===== src/rtl/cpu_types_pkg.sv =====
`default_nettype none
`timescale 1ns/1ps
// ============================================================================
// Module      : cpu_types_pkg
// Description : Shared CPU datapath types: machine word, ALU opcodes, ALU
//               flag bundle and the captured ALU result record.
// Revision    : 1.0 - initial release
// ============================================================================
package cpu_types_pkg;

  localparam int WORD_W  = 32;
  localparam int ALUOP_W = 4;

  typedef logic [WORD_W-1:0] word_t;

  typedef enum logic [ALUOP_W-1:0] {
    ALU_SLL  = 4'd0,
    ALU_SRL  = 4'd1,
    ALU_ADD  = 4'd2,
    ALU_SUB  = 4'd3,
    ALU_AND  = 4'd4,
    ALU_OR   = 4'd5,
    ALU_XOR  = 4'd6,
    ALU_NOR  = 4'd7,
    ALU_SLT  = 4'd8,
    ALU_SLTU = 4'd9
  } aluop_t;

  // Bit order is {overflow, negative, zero} when viewed as a 3-bit vector.
  typedef struct packed {
    logic overflow;
    logic negative;
    logic zero;
  } alu_flags_t;

  typedef struct packed {
    word_t      out;
    alu_flags_t flags;
  } alu_res_t;

endpackage : cpu_types_pkg
`default_nettype wire


===== src/rtl/alu_if.sv =====
`default_nettype none
`timescale 1ns/1ps
// ============================================================================
// Module      : alu_if
// Description : Connection bundle between a command driver and the
//               combinational ALU. The tb modport drives operands and samples
//               the result; the alu modport is the ALU side.
// Revision    : 1.0 - initial release
// ============================================================================
interface alu_if;
  import cpu_types_pkg::*;

  aluop_t op;
  word_t  a;
  word_t  b;
  word_t  out;
  logic   zero_flag;
  logic   negative_flag;
  logic   overflow_flag;

  modport alu (
    input  op, a, b,
    output out, zero_flag, negative_flag, overflow_flag
  );

  modport tb (
    output op, a, b,
    input  out, zero_flag, negative_flag, overflow_flag
  );

endinterface : alu_if
`default_nettype wire


===== src/rtl/res_buf2.sv =====
`default_nettype none
`timescale 1ns/1ps
// ============================================================================
// Module      : res_buf2
// Description : Two-entry shift buffer with an EMPTY/ONE/FULL occupancy FSM.
//               Entry 0 is always the head; a pop from FULL shifts entry 1
//               down. full/empty are registered so consumers of them see no
//               combinational path from push/pop.
// Revision    : 1.0 - initial release
// ============================================================================
module res_buf2
  import cpu_types_pkg::*;
#(
  parameter type T = alu_res_t
) (
  input  logic CLK,
  input  logic nRST,
  input  logic push,
  input  T     push_data,
  input  logic pop,
  output T     head_data,
  output logic full,
  output logic empty
);

  typedef enum logic [1:0] {
    ST_EMPTY = 2'd0,
    ST_ONE   = 2'd1,
    ST_FULL  = 2'd2
  } occ_t;

  occ_t state_q;
  T     ent0_q;
  T     ent1_q;
  logic full_q;
  logic empty_q;

  // Occupancy FSM with storage and registered status flags.
  always_ff @(posedge CLK or negedge nRST) begin
    if (!nRST) begin
      state_q <= ST_EMPTY;
      ent0_q  <= '0;
      ent1_q  <= '0;
      full_q  <= 1'b0;
      empty_q <= 1'b1;
    end else begin
      case (state_q)
        ST_EMPTY: begin
          if (push) begin
            ent0_q  <= push_data;
            state_q <= ST_ONE;
            empty_q <= 1'b0;
          end
        end
        ST_ONE: begin
          if (push && pop) begin
            // Head leaves and the new entry takes its place.
            ent0_q <= push_data;
          end else if (push) begin
            ent1_q  <= push_data;
            state_q <= ST_FULL;
            full_q  <= 1'b1;
          end else if (pop) begin
            // Head word is kept so the output holds its last value.
            state_q <= ST_EMPTY;
            empty_q <= 1'b1;
          end
        end
        ST_FULL: begin
          if (pop) begin
            ent0_q  <= ent1_q;
            state_q <= ST_ONE;
            full_q  <= 1'b0;
          end
        end
        default: begin
          state_q <= ST_EMPTY;
          full_q  <= 1'b0;
          empty_q <= 1'b1;
        end
      endcase
    end
  end

  assign head_data = ent0_q;
  assign full      = full_q;
  assign empty     = empty_q;

endmodule : res_buf2
`default_nettype wire


===== src/rtl/alu_cmd_seq.sv =====
`default_nettype none
`timescale 1ns/1ps
// ============================================================================
// Module      : alu_cmd_seq
// Description : Command-side ALU sequencer. Drives op/a/b into a
//               combinational ALU from a valid/ready command port, captures
//               the result and flags into a 2-entry buffer, and keeps an
//               accumulator, a sticky overflow bit and an issued-op counter.
// Revision    : 1.0 - initial release
// ============================================================================
module alu_cmd_seq
  import cpu_types_pkg::*;
#(
  parameter int CNT_W = 16
) (
  input  logic             CLK,
  input  logic             nRST,
  alu_if.tb                aluif,
  input  logic             cmd_valid,
  output logic             cmd_ready,
  input  aluop_t           cmd_op,
  input  word_t            cmd_a,
  input  word_t            cmd_b,
  input  logic             cmd_acc,
  output logic             res_valid,
  input  logic             res_ready,
  output word_t            res_out,
  output logic [2:0]       res_flags,
  output logic             ovf_sticky,
  input  logic             ovf_clr,
  output logic [CNT_W-1:0] op_count
);

  localparam logic [CNT_W-1:0] CNT_ONE = {{(CNT_W-1){1'b0}}, 1'b1};

  word_t            acc_q;
  word_t            acc_d;
  logic [CNT_W-1:0] cnt_q;
  logic [CNT_W-1:0] cnt_d;
  logic             ovf_q;
  logic             ovf_d;

  logic             accept;
  logic             pop;
  logic             buf_full;
  logic             buf_empty;
  alu_res_t         push_res;
  alu_res_t         head_res;

  // ALU operands follow the command port; idle bus is all zeros.
  always_comb begin
    aluif.op = aluop_t'(4'd0);
    aluif.a  = '0;
    aluif.b  = '0;
    if (cmd_valid) begin
      aluif.op = cmd_op;
      aluif.a  = cmd_acc ? acc_q : cmd_a;
      aluif.b  = cmd_b;
    end
  end

  // Handshakes and the result record captured on accept.
  always_comb begin
    accept                  = cmd_valid && !buf_full;
    pop                     = !buf_empty && res_ready;
    push_res.out            = aluif.out;
    push_res.flags.overflow = aluif.overflow_flag;
    push_res.flags.negative = aluif.negative_flag;
    push_res.flags.zero     = aluif.zero_flag;
  end

  // Next state for accumulator, counter and sticky overflow; set beats clear.
  always_comb begin
    acc_d = acc_q;
    cnt_d = cnt_q;
    ovf_d = ovf_q;
    if (accept) begin
      acc_d = aluif.out;
      cnt_d = cnt_q + CNT_ONE;
    end
    if (ovf_clr) begin
      ovf_d = 1'b0;
    end
    if (accept && aluif.overflow_flag) begin
      ovf_d = 1'b1;
    end
  end

  // Status registers.
  always_ff @(posedge CLK or negedge nRST) begin
    if (!nRST) begin
      acc_q <= '0;
      cnt_q <= '0;
      ovf_q <= 1'b0;
    end else begin
      acc_q <= acc_d;
      cnt_q <= cnt_d;
      ovf_q <= ovf_d;
    end
  end

  res_buf2 #(
    .T (alu_res_t)
  ) u_res_buf2 (
    .CLK       (CLK),
    .nRST      (nRST),
    .push      (accept),
    .push_data (push_res),
    .pop       (pop),
    .head_data (head_res),
    .full      (buf_full),
    .empty     (buf_empty)
  );

  assign cmd_ready  = !buf_full;
  assign res_valid  = !buf_empty;
  assign res_out    = head_res.out;
  assign res_flags  = head_res.flags;
  assign ovf_sticky = ovf_q;
  assign op_count   = cnt_q;

endmodule : alu_cmd_seq
`default_nettype wire

===== src/flat_wrapper.sv =====
// flat-port wrapper written by rule: the top's interface ports become plain ports
module alu_cmd_seq_flat import cpu_types_pkg::*;
#(
  parameter int CNT_W = 16
)
  (CLK, nRST, cmd_valid, cmd_ready, cmd_op, cmd_a, cmd_b, cmd_acc, res_valid, res_ready, res_out, res_flags, ovf_sticky, ovf_clr, op_count, aluif_op, aluif_a, aluif_b, aluif_out, aluif_zero_flag, aluif_negative_flag, aluif_overflow_flag);
  alu_if aluif_i ();
  input  logic CLK;
  input  logic nRST;
  input  logic cmd_valid;
  output logic cmd_ready;
  input  aluop_t cmd_op;
  input  word_t cmd_a;
  input  word_t cmd_b;
  input  logic cmd_acc;
  output logic res_valid;
  input  logic res_ready;
  output word_t res_out;
  output logic [2:0] res_flags;
  output logic ovf_sticky;
  input  logic ovf_clr;
  output logic [CNT_W-1:0] op_count;
  output wire logic [$bits(aluif_i.op)-1:0] aluif_op;
  output wire logic [$bits(aluif_i.a)-1:0] aluif_a;
  output wire logic [$bits(aluif_i.b)-1:0] aluif_b;
  input wire logic [$bits(aluif_i.out)-1:0] aluif_out;
  input wire logic [$bits(aluif_i.zero_flag)-1:0] aluif_zero_flag;
  input wire logic [$bits(aluif_i.negative_flag)-1:0] aluif_negative_flag;
  input wire logic [$bits(aluif_i.overflow_flag)-1:0] aluif_overflow_flag;
  assign aluif_op = aluif_i.op;
  assign aluif_a = aluif_i.a;
  assign aluif_b = aluif_i.b;
  assign aluif_i.out = aluif_out;
  assign aluif_i.zero_flag = aluif_zero_flag;
  assign aluif_i.negative_flag = aluif_negative_flag;
  assign aluif_i.overflow_flag = aluif_overflow_flag;
  alu_cmd_seq #(.CNT_W(CNT_W)) u_core (.CLK(CLK), .nRST(nRST), .aluif(aluif_i), .cmd_valid(cmd_valid), .cmd_ready(cmd_ready), .cmd_op(cmd_op), .cmd_a(cmd_a), .cmd_b(cmd_b), .cmd_acc(cmd_acc), .res_valid(res_valid), .res_ready(res_ready), .res_out(res_out), .res_flags(res_flags), .ovf_sticky(ovf_sticky), .ovf_clr(ovf_clr), .op_count(op_count));
endmodule

===== config.mk =====
export PLATFORM = sky130hd
export DESIGN_NAME = alu_cmd_seq_flat
export DESIGN_NICKNAME = d
export VERILOG_FILES = /design/src/rtl/cpu_types_pkg.sv /design/src/rtl/alu_if.sv /design/src/rtl/res_buf2.sv /design/src/rtl/alu_cmd_seq.sv /design/src/flat_wrapper.sv
export SDC_FILE = /design/constraint.sdc
export NUM_CORES = 1
export LEC_CHECK = 0
export ABC_CLOCK_PERIOD_IN_PS = 4800
export CAP_MARGIN = 25
export CORE_MARGIN = 8
export CORE_UTILIZATION = 48
export CTS_CLUSTER_DIAMETER = 50
export DETAILED_ROUTE_END_ITERATION = 8
export HOLD_SLACK_MARGIN = 0.1
export MAX_ROUTING_LAYER = met4
export PLACE_DENSITY = 0.86
export SKIP_LAST_GASP = 1
export SYNTH_ARGS = -nofsm -noshare
export SYNTH_HDL_FRONTEND = slang
export SYNTH_SLANG_ARGS = --single-unit

===== constraint.sdc =====
create_clock -name CLK -period 4.8 [get_ports CLK]
set_input_delay 0.72 -clock CLK [delete_from_list [all_inputs] [get_ports CLK]]
set_output_delay 0.72 -clock CLK [all_outputs]
set_load 0.01 [all_outputs]

==> out/metrics.csv <==
metric;value;unit
synthesized area;6150;um2
HP Class;input pin to asynchronous set/reset pin;
initial antenna violation count;0;
Hold-fix buffers, CTS;0;
Comb power frac;30.5;%
dpl cells;901;
pre-CTS WS;1.64;ns
Cell Count, Final, Fillers Out;934;
Final setup viols;0;
post-DP HPWL;12700;um
Reg2Reg Depth;5;
CTS Buf Count;17;
max frequency;318;MHz
synthesized instance count;526;
Max Buffers Root-to-Sink;2;
max-slew violations;0;
Via density;5.13;
GPL Wtd Cong;0.818;
slew margin rel.;29.9;%
share of the synthesized area in the top cell type;49.7;%
post_cts resized;0;
post-route ant nets;0;
final setup TNS;0;ns
Clock Root Buffer;clkbuf_16;
sequential power share;39.8;%
Syn Nets;636;
commonest cells in the netlist;122 x dfrtp_1, 108 x nand2_1, 75 x mux2_2;
share of cells above drive strength 1;20.3;%
max cap viols;0;
worst skew pair latency;0.41;ns
Critical Path End Type;output port;
total wire length;18000;um
DR DRC count;0;
CTS tree;built;
Leak;4.13;nW
DR WL/cell;19.3;um
Final Hold Viols;0;
Cell Pwr Density;464;nW/um2
area of the core;12600;um2
Required @ worst endpoint;4.08;ns
Max Fanout on Critical Path;32;
biggest area consumer among synthesized cells;dfrtp_1;
Yosys cell types;37;
via count;4791;
nets;859;
Pre-antenna DRT Iters;4;
RSZ-0062 raised after global routing;no;
Top FF cell, synth;dfrtp_1;
Die Width;129;um
Async S/R FF share, synth;100;%
initial core utilization;48.9;%
H-tree depth;4;
Switching Fraction;28.1;%
vias in the first global route;5314;
most frequent cell after synthesis;dfrtp_1;
Worst Path Arrival;2.42;ns
final core occ;72.4;%
final setup margin;1.66;ns
total die area;16700;um2
Slew @ Worst Pin;1.05;ns
clock skew;0.0123;ns
number of synthesized flops with an enable pin;0;
sequential-to-total area share from yosys stat;50.1;%
pin count of the biggest net entering global routing;71;
NetSw;0.00119;W
Syn Area/Cell;11.7;um2
Total GRT Usage;22.4;%
GRT overflow;0;
# IOs;231;
Seq cells post-synth;123;
outcome;finished, final reports clean;
crit path kind;input pin to output port;
global-route wire length before repair;28300;um
Tcrit/Tclk final;65.5;%
crit path time final;3.14;ns
Layout area overhead;48.1;%
synth top area cells;dfrtp_1 50%, mux2_2 14%, mux2_4 7.3%;
Worst Setup Start Kind;input pin;
port bufs;230;
internal power;0.00304;W
Clock power frac;29.7;%
Cell Rows;41;
Die Ht;129;um
peak supply drop;0.298;mV
DRT iter0 DRCs;326;
clock-pin slew on the worst setup and hold paths;0.06;ns
postcts setup bufs;0;
ant diodes;0;
clock sinks;123;
Yosys warning total;0;
==> logic make-up after synthesis <==
logic type               Yosys count  synth area share, %
AND/OR/NAND/NOR                  202                 16.3
multiplexers                     137                 26.3
flip-flops                       123                 50.1
buffers and inverters             37                 3.87
XOR/XNOR                          15                 2.14
AO/OA/AOI/OAI                     11                 1.08
adder cells (fa/ha/maj)            1                0.204
==> final cells by class <==
cell class / count / area, um2
Sequential cell: 123 / 3080
Timing Repair Buffer: 236 / 2370
Clock buffer: 21 / 460
Clock inverter: 11 / 120
Fill cell: 879 / 3470
Inverter: 5 / 18.8
Multi-Input combinational cell: 366 / 2840
Tap cell: 172 / 215
==> worst paths after layout <==
kind	from	to	slack, ns
max	cmd_acc	aluif_a[25]	1.66
min	nRST	u_core.op_count[15]	0.26
max reg2reg	u_core.u_res_buf2.state_q[1]	u_core.u_res_buf2.head_data[28]	2.13
min reg2reg	u_core.acc_q[27]	u_core.acc_q[27]	0.47
max in group asynchronous	nRST	u_core.acc_q[2]	3.39
min in group CLK	u_core.acc_q[27]	u_core.acc_q[27]	0.47
==> through the flow <==
| step | hold slack [ns] | total power (W) | instance area [um2] |
|---|---|---|---|
| floorplan | 0.424 | 0.00223 | 6150 |
| global placement | 0.464 | 0.00291 | 8470 |
| detailed placement | 0.467 | 0.00298 | 8500 |
| CTS | 0.265 | 0.00425 | 9080 |
| global route | 0.278 | 0.00443 | 9100 |
| finish | 0.263 | 0.00423 | 9100 |
==> registers in the layout (all words and copies together) (netlist names) <==
name	count
u_core.u_res_buf2.ent1_q	35
u_core.u_res_buf2.head_data	35
u_core.acc_q	32
u_core.op_count	16
u_core.u_res_buf2.state_q	2
u_core.ovf_sticky	1
u_core.u_res_buf2.empty	1
u_core.u_res_buf2.full	1
==> routing by layer <==
metal / vias up / global-route usage [%] / part of all wire, %
met5: - / - / 0
met4: 0 / 7.60 / 1.4
met3: 22 / 5.34 / 6.9
met2: 179 / 39.1 / 52
met1: 2395 / 24.6 / 39
li1: 2195 / - / -
==> worst max-delay path, cell delays in order <==
cell and delay [ns]:
buf_2 0.78, mux2i_1 0.21, nor2b_1 0.15, clkdlybuf4s50_1 0.55
==> power groups by stage <==
stage	sequential, W	combinational (W)	clock [W]
global route	0.00173	0.00139	0.00131
global placement	0.00166	0.00125	0
floorplan	0.00169	0.000543	0
detailed placement	0.00168	0.00129	0
CTS	0.00168	0.00131	0.00127
finish	0.00168	0.00129	0.00126
==> cell usage in the layout (no fill, tap or decap), drive strengths merged, types with 5 or more instances in the layout <==
cell type,instances
and2,36
buf,9
clkbuf,21
clkdlybuf4s50,227
clkinv,6
dfrtp,122
inv,5
mux2,105
mux2i,32
nand2,109
nand4,6
nor2b,34
xnor2,11
No activity file was read; power rests on OpenSTA's default activity.
